### config.mk
export PLATFORM = sky130hd
export DESIGN_NAME = conv_result_collector
export DESIGN_NICKNAME = d
export VERILOG_FILES = /design/src/rtl/conv_result_collector.sv
export SDC_FILE = /design/constraint.sdc
export NUM_CORES = 1
export LEC_CHECK = 0
export BUFFER_PORTS_ARGS = -buffer_cell sky130_fd_sc_hd__buf_2
export CORE_MARGIN = 1.5
export CORE_UTILIZATION = 45
export CTS_BUF_LIST = sky130_fd_sc_hd__clkbuf_16
export DETAILED_ROUTE_END_ITERATION = 12
export GPL_TIMING_DRIVEN = 0
export PLACE_DENSITY = 0.63
export SYNTH_ARGS = -nofsm -noshare
export SYNTH_HDL_FRONTEND = slang
export SYNTH_SLANG_ARGS = --single-unit
### constraint.sdc
create_clock -name clk -period 2.1 [get_ports clk]
set_input_delay 0.42 -clock clk [delete_from_list [all_inputs] [get_ports clk]]
set_output_delay 0.42 -clock clk [all_outputs]
set_load 0.005 [all_outputs]
### src/rtl/conv_result_collector.sv
// Collects convolver adder-tree results into a small valid/ready FIFO tagged with feature-map coordinates.
// Optional CONV_RESULT_RELU_EN clamps negative samples to zero before they are queued.
module conv_result_collector #(
   parameter int DATA_WIDTH  = 16,
   parameter int KERNEL_SIZE = 5,
   parameter int IMAGE_SIZE  = 28,
   parameter int FIFO_DEPTH  = 4,
   localparam int OUT_SIZE   = IMAGE_SIZE - KERNEL_SIZE + 1,
   localparam int CW         = $clog2(OUT_SIZE)
) (
   input  logic                         clk,
   input  logic                         reset,
   input  logic                         start,
   input  logic                         in_valid,
   input  logic signed [DATA_WIDTH-1:0] result_in,
   output logic                         out_valid,
   input  logic                         out_ready,
   output logic signed [DATA_WIDTH-1:0] out_data,
   output logic [CW-1:0]                out_row,
   output logic [CW-1:0]                out_col,
   output logic                         busy,
   output logic                         done,
   output logic                         overflow,
   output logic                         stream_err
);

   localparam int PW = $clog2(IMAGE_SIZE);
   localparam int AW = $clog2(FIFO_DEPTH);
   localparam int NW = $clog2(FIFO_DEPTH + 1);
   localparam logic [PW-1:0] LAST_PIX = PW'(IMAGE_SIZE - 1);
   localparam logic [PW-1:0] EDGE     = PW'(KERNEL_SIZE - 1);

   typedef enum logic [1:0] {IDLE, STREAM, DRAIN, DONE} state_t;

   state_t                       state;
   logic [PW-1:0]                pix_row, pix_col;
   logic [PW-1:0]                row_d, col_d;
   logic                         valid_d;
   logic [AW-1:0]                wr_ptr, rd_ptr;
   logic [NW-1:0]                count;
   logic signed [DATA_WIDTH-1:0] mem_data [FIFO_DEPTH];
   logic [CW-1:0]                mem_row  [FIFO_DEPTH];
   logic [CW-1:0]                mem_col  [FIFO_DEPTH];
   logic                         frame_start, push, pop, full, push_ok;
   logic signed [DATA_WIDTH-1:0] push_data;

   assign frame_start = (state == IDLE) && start;
   assign push        = valid_d && (row_d >= EDGE) && (col_d >= EDGE);
   assign full        = (count == NW'(FIFO_DEPTH));
   assign pop         = out_valid && out_ready;
   assign push_ok     = push && (!full || pop);

   assign out_valid = (count != '0);
   assign out_data  = out_valid ? mem_data[rd_ptr] : '0;
   assign out_row   = out_valid ? mem_row[rd_ptr]  : '0;
   assign out_col   = out_valid ? mem_col[rd_ptr]  : '0;

`ifdef CONV_RESULT_RELU_EN
   assign push_data = result_in[DATA_WIDTH-1] ? '0 : result_in;
`else
   assign push_data = result_in;
`endif

   // Frame sequencing; DRAIN waits for the last window sample and an empty FIFO before pulsing done.
   always_ff @(posedge clk or posedge reset) begin
      if (reset) begin
         state      <= IDLE;
         pix_row    <= '0;
         pix_col    <= '0;
         busy       <= 1'b0;
         done       <= 1'b0;
         stream_err <= 1'b0;
      end else begin
         done <= 1'b0;
         case (state)
            IDLE: begin
               if (start) begin
                  state      <= STREAM;
                  pix_row    <= '0;
                  pix_col    <= '0;
                  stream_err <= 1'b0;
                  busy       <= 1'b1;
               end
            end
            STREAM: begin
               if (!in_valid) begin
                  stream_err <= 1'b1;
                  state      <= IDLE;
                  busy       <= 1'b0;
               end else if (pix_col == LAST_PIX) begin
                  pix_col <= '0;
                  if (pix_row == LAST_PIX) begin
                     pix_row <= '0;
                     state   <= DRAIN;
                  end else begin
                     pix_row <= pix_row + 1'b1;
                  end
               end else begin
                  pix_col <= pix_col + 1'b1;
               end
            end
            DRAIN: begin
               if (!valid_d && !out_valid) begin
                  state <= DONE;
                  done  <= 1'b1;
               end
            end
            DONE: begin
               state <= IDLE;
               busy  <= 1'b0;
            end
            default: begin
               state <= IDLE;
               busy  <= 1'b0;
            end
         endcase
      end
   end

   // The adder tree lags the pixel stream by one cycle, so the pixel position is delayed to match.
   always_ff @(posedge clk or posedge reset) begin
      if (reset) begin
         valid_d <= 1'b0;
         row_d   <= '0;
         col_d   <= '0;
      end else begin
         valid_d <= (state == STREAM) && in_valid;
         row_d   <= pix_row;
         col_d   <= pix_col;
      end
   end

   always_ff @(posedge clk or posedge reset) begin
      if (reset) begin
         wr_ptr   <= '0;
         rd_ptr   <= '0;
         count    <= '0;
         overflow <= 1'b0;
      end else begin
         if (push_ok) wr_ptr <= wr_ptr + 1'b1;
         if (pop)     rd_ptr <= rd_ptr + 1'b1;
         if (push_ok && !pop)      count <= count + 1'b1;
         else if (!push_ok && pop) count <= count - 1'b1;
         if (frame_start)          overflow <= 1'b0;
         else if (push && !push_ok) overflow <= 1'b1;
      end
   end

   // Storage is left unreset; the head is masked by out_valid so stale entries never appear.
   always_ff @(posedge clk) begin
      if (push_ok) begin
         mem_data[wr_ptr] <= push_data;
         mem_row[wr_ptr]  <= CW'(row_d - EDGE);
         mem_col[wr_ptr]  <= CW'(col_d - EDGE);
      end
   end

endmodule

==> impl_summary.md, run 1 <==
Synth
By area, the combinational part of the netlist is dominated by multiplexers. The summed instance area of the synthesized netlist is 5550 µm². Counting flops with a built-in enable in the synthesized netlist gives 104. The portion of synthesized area spent on multiplexers is 11.1%.

The synthesized design spends more area on one cell type than any other, namely sky130_fd_sc_hd__edfxtp_1. The synthesized net count is 346. The fraction of the mapped netlist area in compound gates is 3.47%. The portion of synthesized cell area occupied by the leading cell type is 56.3%. The most used flip-flop cell after synthesis is sky130_fd_sc_hd__edfxtp_1. The synthesized area per cell is 17.7 µm². The commonest cells after synthesis are sky130_fd_sc_hd__edfxtp_1 (104), sky130_fd_sc_hd__dfrtp_1 (34), sky130_fd_sc_hd__and2_1 (30). Of the total synthesized cell area, the portion taken by full adders, half adders and majority gates is 2.84%. Summing the areas of all xor and xnor instances in the mapped netlist gives 1.26% of the synthesized area. The post-synthesis simple-gate area fraction is 7.76%.

After technology mapping, the gate count stands at 313. In the synthesized netlist the async set-or-reset flop fraction comes to 24.6%. The number of warning messages in the yosys log is 0. By area the synthesized netlist is led by sky130_fd_sc_hd__edfxtp_1 (56%), sky130_fd_sc_hd__dfrtp_1 (15%), sky130_fd_sc_hd__mux4_2 (11%).

The synthesis-stage register bit count is 138. Sequential cells were found to cover 71.7% of the synthesized design area. By instance count, the leading cell after synthesis is sky130_fd_sc_hd__edfxtp_1. In this run, distinct cell masters in the synthesized netlist total 41.

Critical path
For the worst flop-to-flop path, the logic depth is 9. Traced cell by cell, the critical path runs through buf_12 > clkbuf_16 > mux4_2 > and2_4 > buf_6. The critical path's largest stage delay is 0.49 ns.

The worst setup path is launched from a flip-flop. The worst flop-to-flop path endpoint is count[2]. For the worst setup path, the data arrival time is 1.88 ns. The kind of end point of the critical path is a primary output. The setup check on the worst reg-to-reg path leaves a slack of -0.09 ns. The kind of critical path is reg -> out.

The largest individual stage delay along the critical path comes from the cell sky130_fd_sc_hd__mux4_2. The gate family responsible for the most delay along the worst path is multiplexers. The required arrival time at the worst endpoint is 1.68 ns. Counting both buffers and inverters, the worst setup path holds a total of 3. The reg-to-reg startpoint is count[1].

The maximum fanout along the worst path is 9.

Detailed routing
Summed over all layers, the routed wires come to 11.2 mm. The per-cell via count in the routed design is 5.45. The routed wire length per instance is 19.5 µm. After the first detailed-routing iteration, the DRC count stood at 263.

The total number of vias is 3142. After detailed routing, the number of remaining DRC violations is 0. For this run, the detailed router's first-pass iteration total came to 4.

The final antenna-violating net count is 0.

STA
The period utilization is 109%. The minimum setup slack in the final design is -0.198 ns. The final setup TNS is -4.52 ns. Setup repair after global routing could not meet its margin everywhere. Clock skew on the completed layout was measured at 0.00603 ns. The final hold violation count is 0. The count of pins over their slew limit was 0.

The worst slew margin relative to its limit is 52.4%. For the pin with the worst max-slew slack, the measured transition is 0.713 ns. Static timing analysis puts the maximum clock frequency at 0.435 GHz. The shortest period the worst path allows is 2.30 ns. The number of setup violations in the final report is 28.

Global routing
The number of global-route vias before repair came to 3183. The global router's overall resource usage is 18.0%. The wire length of the first global-routing pass is 16.9 mm. After global routing the overflow that remains totals 0. Entering global routing, the biggest net connects 35 pins. The initial antenna violation count is 0.

Clock tree
The number of clock buffers added by TritonCTS is 17. The clock tree synthesis step divided the H-tree into 4 levels. The TritonCTS sink count is 138. The clock input transition at the sequential cells of the worst setup and hold paths is 0.06 ns. The root buffer cell is sky130_fd_sc_hd__clkbuf_16. TritonCTS built the clock tree.

At the later pin of the worst-skew pair, clock insertion delay measures 0.41 ns. The clock passes through at most 2 buffers.

Floorplan
In this run the horizontal extent of the chip is 114 µm. Pin placement for this block handled 52 I/O pins. The starting density of the core is 46.2%. After floorplanning, the core was divided into 40 placement rows. The floorplan die height is 114 µm. The floorplan step defined a die boundary enclosing 13000 µm². The region available for standard cell placement spans 12000 µm².

Run status
The final reports fail on setup timing. The flow ran to the end, but the final reports show violations.

Layout
0 antenna diodes ended up in the layout. The post-layout utilization of the core is 59.4%. The layout overhead on the synthesized area is 28.6%. The final layout contains 449 nets.

Once layout is complete, the cells apart from fillers number 576. Of the cells placed in the final design, the portion with a size suffix greater than 1 is 43.4%.

Pwr
Power spread over the standard cell area amounts to 1290 nW/µm². The static leakage is 2.69 nW. VDD sags by at most 0.000763 V.

Place
Prior to clock tree synthesis, the placed netlist has a worst setup slack of -0.400 ns. The sum of net half-perimeters after detailed placement is 6.03 mm. The placer congestion estimate is 0.789. The count of input and output buffers is 51. The total placed cells including tap cells is 511.

Run
The max-cap check violation count is 0.

Min path
The class of the tightest hold or removal check is in -> async.
## worst max-delay path by stage
stage,start,endpoint,cells after the start
5_1_grt,rd_ptr[0],out_data[3],5
3_5_place_dp,count[0],count[2],9
2_1_floorplan,row_d[3],count[2],11
6_report,rd_ptr[0],out_data[7],5
3_3_place_gp,count[0],count[2],9
4_1_cts,rd_ptr[0],out_data[14],5
## metrics by stage
step / power (mW) / hold slack (ns) / area, µm²
after global placement: 5.43 / 0.407 / 6010
after global routing: 9.64 / 0.177 / 7130
after detailed placement: 5.46 / 0.411 / 6010
final: 9.22 / 0.123 / 7130
after CTS: 8.95 / 0.207 / 6910
after floorplan: 4.76 / 0.373 / 5570
## routing by layer
metal / up-vias / wire, µm / track usage, %
li1: 1417 / - / -
met1: 1627 / 4980 / 23.4
met2: 79 / 5560 / 29.1
met3: 19 / 491 / 4.84
met4: 0 / 189 / 7.00
met5: - / 0 / 0
## state kept, by name, indices dropped and copies added (netlist names), 2 cells and up, named ones only
name	flops
count	3
mem_col	20
wr_ptr	2
col_d	5
mem_row	20
mem_data	64
row_d	5
rd_ptr	2
pix_row	5
pix_col	5
## final cells by class
cell class	instances	area, µm²
multi-input combinational	160	1670
fill	918	4880
tap	147	184
sequential	138	3980
timing repair buffer	76	531
buffer	10	124
clock inverter	15	178
clock buffer	17	425
inverter	13	48.8
## cells by family (layout without fill, tap and decap cells)
| kind of cell | Yosys count | after routing |
|---|---|---|
| AOI/OAI and AO/OA | 28 | 28 |
| xor gates and xnor gates | 8 | 8 |
| adders and majority gates | 12 | 12 |
| buffers and inverters | 23 | 131 |
| DFF | 138 | 138 |
| muxes | 29 | 29 |
| and+or+nand+nor | 75 | 83 |
## power breakdown
group | internal, mW | leakage (nW) | total (mW) | switching (mW)
combinational | 1.70 | 1.05 | 2.83 | 1.13
clock | 1.86 | 0.281 | 3.00 | 1.14
sequential | 3.19 | 1.37 | 3.39 | 0.199
## what timing repair did
| action | CTS | global route |
|---|---|---|
| gates resized for setup | 44 | 20 |
| pin swaps | 14 | 8 |
| setup buffers | 16 | 9 |
| cloned | 3 | 7 |
| endpoints found under the setup margin | 133 | 134 |
| hold buffers | 0 | 0 |
## worst reg2reg max path, stage by stage (launching register included)
cell	delay, ns
sky130_fd_sc_hd__dfrtp_2	0.42
sky130_fd_sc_hd__or3_4	0.41
sky130_fd_sc_hd__clkbuf_8	0.19
sky130_fd_sc_hd__nand2_1	0.11
sky130_fd_sc_hd__ha_2	0.21
sky130_fd_sc_hd__inv_2	0.04
sky130_fd_sc_hd__fa_2	0.32
sky130_fd_sc_hd__xor2_1	0.14
sky130_fd_sc_hd__nor2_1	0.12
sky130_fd_sc_hd__xor2_1	0.15
## placed cells by master, fill, tap and decap left out, drive strengths merged, types with 2 or more instances in the layout
cell type  instances
and4b              2
inv               13
ha                11
o21ai             13
mux4              26
clkbuf            21
buf               82
clkinvlp           5
nand3              7
mux2               2
a32o               2
nor3b              2
clkinv             7
dfrtp             34
o31ai              4
xor2               4
nor3               2
nand2             14
nand4b             2
and2              38
edfxtp           104
bufinv             3
a22o               2
xnor2              4
nor2               8
Note: power is estimated with default switching activity, not from simulation.
==> run 2, diff against run 1 <==
--- a/config.mk
+++ b/config.mk
@@ -6,12 +6,14 @@
 export NUM_CORES = 1
 export LEC_CHECK = 0
 export BUFFER_PORTS_ARGS = -buffer_cell sky130_fd_sc_hd__buf_2
+export CELL_PAD_IN_SITES_DETAIL_PLACEMENT = 1
+export CELL_PAD_IN_SITES_GLOBAL_PLACEMENT = 1
 export CORE_MARGIN = 1.5
 export CORE_UTILIZATION = 45
 export CTS_BUF_LIST = sky130_fd_sc_hd__clkbuf_16
 export DETAILED_ROUTE_END_ITERATION = 12
 export GPL_TIMING_DRIVEN = 0
-export PLACE_DENSITY = 0.63
+export PLACE_DENSITY = 0.72
 export SYNTH_ARGS = -nofsm -noshare
 export SYNTH_HDL_FRONTEND = slang
 export SYNTH_SLANG_ARGS = --single-unit
==> impl_summary.md, run 2 (synthesis results as in run 1) <==
Global routing
The initial antenna violation count is 0 (unchanged). The largest net degree at the start of global routing is 35 (unchanged). The global router's overall resource usage is 21.9% (+3.9 points). The wire length of the first global-routing pass is 20.1 mm (+19%). The remaining global-route overflow was 0 (unchanged). The number of global-route vias before repair is 3436 (+7.9%).

Pwr
The switching power total is 2.62 mW (+6.4%). The switching share of total power is 26.9% (+0.18 points). The worst voltage drop across the vdd grid is 0.000620 V (-19%). The clock share of power is 31.6% (-0.9 points).

The combinational fraction of design power is 33.3% (+2.7 points). The power per cell area was 1340 nW/µm² (+3.7%). The static leakage is 2.75 nW (+2.0%). The cell-internal power is 7.12 mW (+5.4%). The sequential fraction of design power is 35.1% (-1.7 points).

Run status
The final reports fail on setup timing. The run finished, with violations left.

STA
The final setup TNS is -4.80 ns (-0.281 ns). The achievable frequency is 0.430 GHz (-1.2%). The actual transition at the worst max-transition pin is 0.732 ns (+0.0187 ns).

The minimum setup slack in the final design is -0.224 ns (-0.0269 ns). The count of pins over their slew limit is 0 (unchanged). The worst hold-check slack is 0.130 ns (+0.00781 ns).

Setup repair after global routing could not meet its margin everywhere. The shortest period the worst path allows came to 2.32 ns (+0.0269 ns). The final hold violation count is 0 (unchanged).

The number of setup violations in the final report is 28 (unchanged). The clock skew after layout is 0.00660 ns (+0.000568 ns). The worst slew margin relative to its limit is 51.1% (-1.2 points). The period utilization is 111% (+1.3 points).

Critical path
The number of buffer and inverter instances along the worst setup path was 3 (unchanged). The startpoint class of the critical path is a flip-flop. The critical path's largest stage delay was 0.49 ns (about the same). The required arrival time at the worst endpoint is 1.68 ns (about the same).

The depth of the critical timing path with buffers and inverters included was 5 (unchanged). The critical path arrival is 1.90 ns (+0.02 ns). On the critical path, the stage with the largest delay is an instance of sky130_fd_sc_hd__mux4_2. The kind of end point of the critical path is a primary output.

The maximum fanout along the worst path is 7 (-2). Walking the worst path, the cells encountered are buf_12 > clkbuf_16 > mux4_2 > and2_4 > buf_6. The kind of critical path is reg -> out. The depth of the worst register-to-register path is 8 (-1). The gate family responsible for the most delay along the worst path is multiplexers.

Place
The total placed cells including tap cells is 511 (unchanged). The pre-CTS setup slack came to -0.499 ns (-0.0987 ns). The sum of net half-perimeters after detailed placement is 6.68 mm (+11%). The count of input and output buffers is 51 (unchanged). The placer congestion estimate is 0.712 (-9.8%).

Layout
The register cell area after layout is 3980 µm² (about the same). The post-layout utilization of the core is 60.5% (+1.1 points). The largest registers in the layout are mem_data: 64 flops, mem_col: 20 flops, mem_row: 20 flops. The area growth from synthesis to layout is 31.0%. The final-layout fill cell count came to 1094 (+19%).

The most common library cell in the layout ignoring fill and taps is sky130_fd_sc_hd__edfxtp_1. The area taken by multi-input logic gates is 1700 µm² (+2.0%). The number of standard cells in the layout, taps in and fillers out is 573 (-0.52%). The number of nets in the finished design is 446 (-0.67%).

The number of flip-flops in the largest register is 64 (unchanged). The fraction of final layout cells sized beyond drive strength 1 is 44.8% (+1.5 points). Leaving out fill and tap cells, the most frequent cells in the layout are sky130_fd_sc_hd__edfxtp_1 (104), sky130_fd_sc_hd__dfrtp_1 (33), sky130_fd_sc_hd__buf_2 (32), sky130_fd_sc_hd__and2_4 (28), sky130_fd_sc_hd__mux4_2 (26). The register with the highest flop count is mem_data. The number of diodes was 0 (unchanged).

Floorplan
The number of rows created at floorplan is 40 (unchanged). The horizontal extent of the die is 114 µm (unchanged). The area of the die is 13000 µm² (unchanged).

The floorplan die height is 114 µm (unchanged). The starting density of the core is 46.2% (unchanged). The number of top-level pins is 52 (unchanged). The core area is 12000 µm² (unchanged).

Clock tree
The clock buffer count from CTS is 17 (unchanged). The H-tree depth is 4 (unchanged). TritonCTS built the clock tree. The hold buffer count at cts is 0 (unchanged). The TritonCTS sink count came to 138 (unchanged). The clock input transition at the sequential cells of the worst setup and hold paths came to 0.06 ns (about the same). The cell sitting at the root of the clock tree is a sky130_fd_sc_hd__clkbuf_16.

The worst-skew pair later-pin latency is 0.42 ns (about the same). The maximum buffer depth of the clock tree came to 2 (unchanged).

Detailed routing
The iteration-0 DRC count of the detailed router is 237 (-9.9%). The per-cell via count in the routed design came to 5.55 (+1.7%). The routed wire length per instance is 23.8 µm (+22%). The total number of vias came to 3179 (+1.2%). The final antenna-violating net count is 0 (unchanged). The number of search-and-repair iterations in the first detailed-routing pass is 4 (unchanged). The wire length reported by the detailed router is 13.6 mm (+22%). The final routed DRC violation total is 0 (unchanged).

Run
The max-cap check violation count is 0 (unchanged).

Min path
The min-delay analysis places its worst path in the category in -> async.
[run 2: cell count changes in the layout (fill, tap and decap cells not counted), sizes merged]
cell	delta
bufinv	+1
inv	+2
clkinv	-1
clkbuf	+1
clkinvlp	-2
and2	-4
[run 2: what timing repair did]
item	in CTS	in global routing
gates resized for setup	55	39
cloned	4	2
buffers inserted	22	5
setup endpoints to repair	133	141
pin swaps	12	22
hold endpoints to repair	0	0
[run 2: worst paths after layout]
check,start,end,slack (ns)
worst min-delay path,reset,pix_col[2],0.13
worst min register to register,pix_row[1],row_d[1],0.43
max in group asynchronous,reset,count[0],1.46
worst max-delay path,rd_ptr[0],out_col[1],-0.22
min in group clk,result_in[14],mem_data[2][14],0.22
worst max register to register,col_d[3],count[1],-0.20
[run 2: cell type report]
class	count	area share [%]
well taps	147	2.53
multi-input cells	156	23.4
plain buffers	10	1.62
flip-flops and latches	138	54.7
repair buffers	77	8.66
inverters	13	0.672
clock inverters	15	2.53
clock buffers	17	5.86
[run 2: per-layer routing]
metal | global-route usage [%] | vias up | part of all wire (%)
li1 | - | 1406 | -
met1 | 25.9 | 1662 | 41
met2 | 38.8 | 82 | 54
met3 | 4.36 | 29 | 3.4
met4 | 10.2 | 0 | 2.5
met5 | 0 | - | 0
[run 2: power groups by stage]
stage / sequential, mW / clock, mW / combinational [mW]
6_report: 3.42 / 3.08 / 3.25
5_1_grt: 3.44 / 3.21 / 3.47
4_1_cts: 3.40 / 3.09 / 2.63
3_5_place_dp: 3.43 / 0 / 2.07
3_3_place_gp: 3.41 / 0 / 2.02
2_1_floorplan: 3.38 / 0 / 1.38
[run 2: through the flow]
step                      power [mW]  cell area, µm²
final                           9.74            7260
after global routing            10.1            7260
after CTS                       9.12            7030
after detailed placement        5.50            6010
after global placement          5.43            6010
after floorplan                 4.76            5570
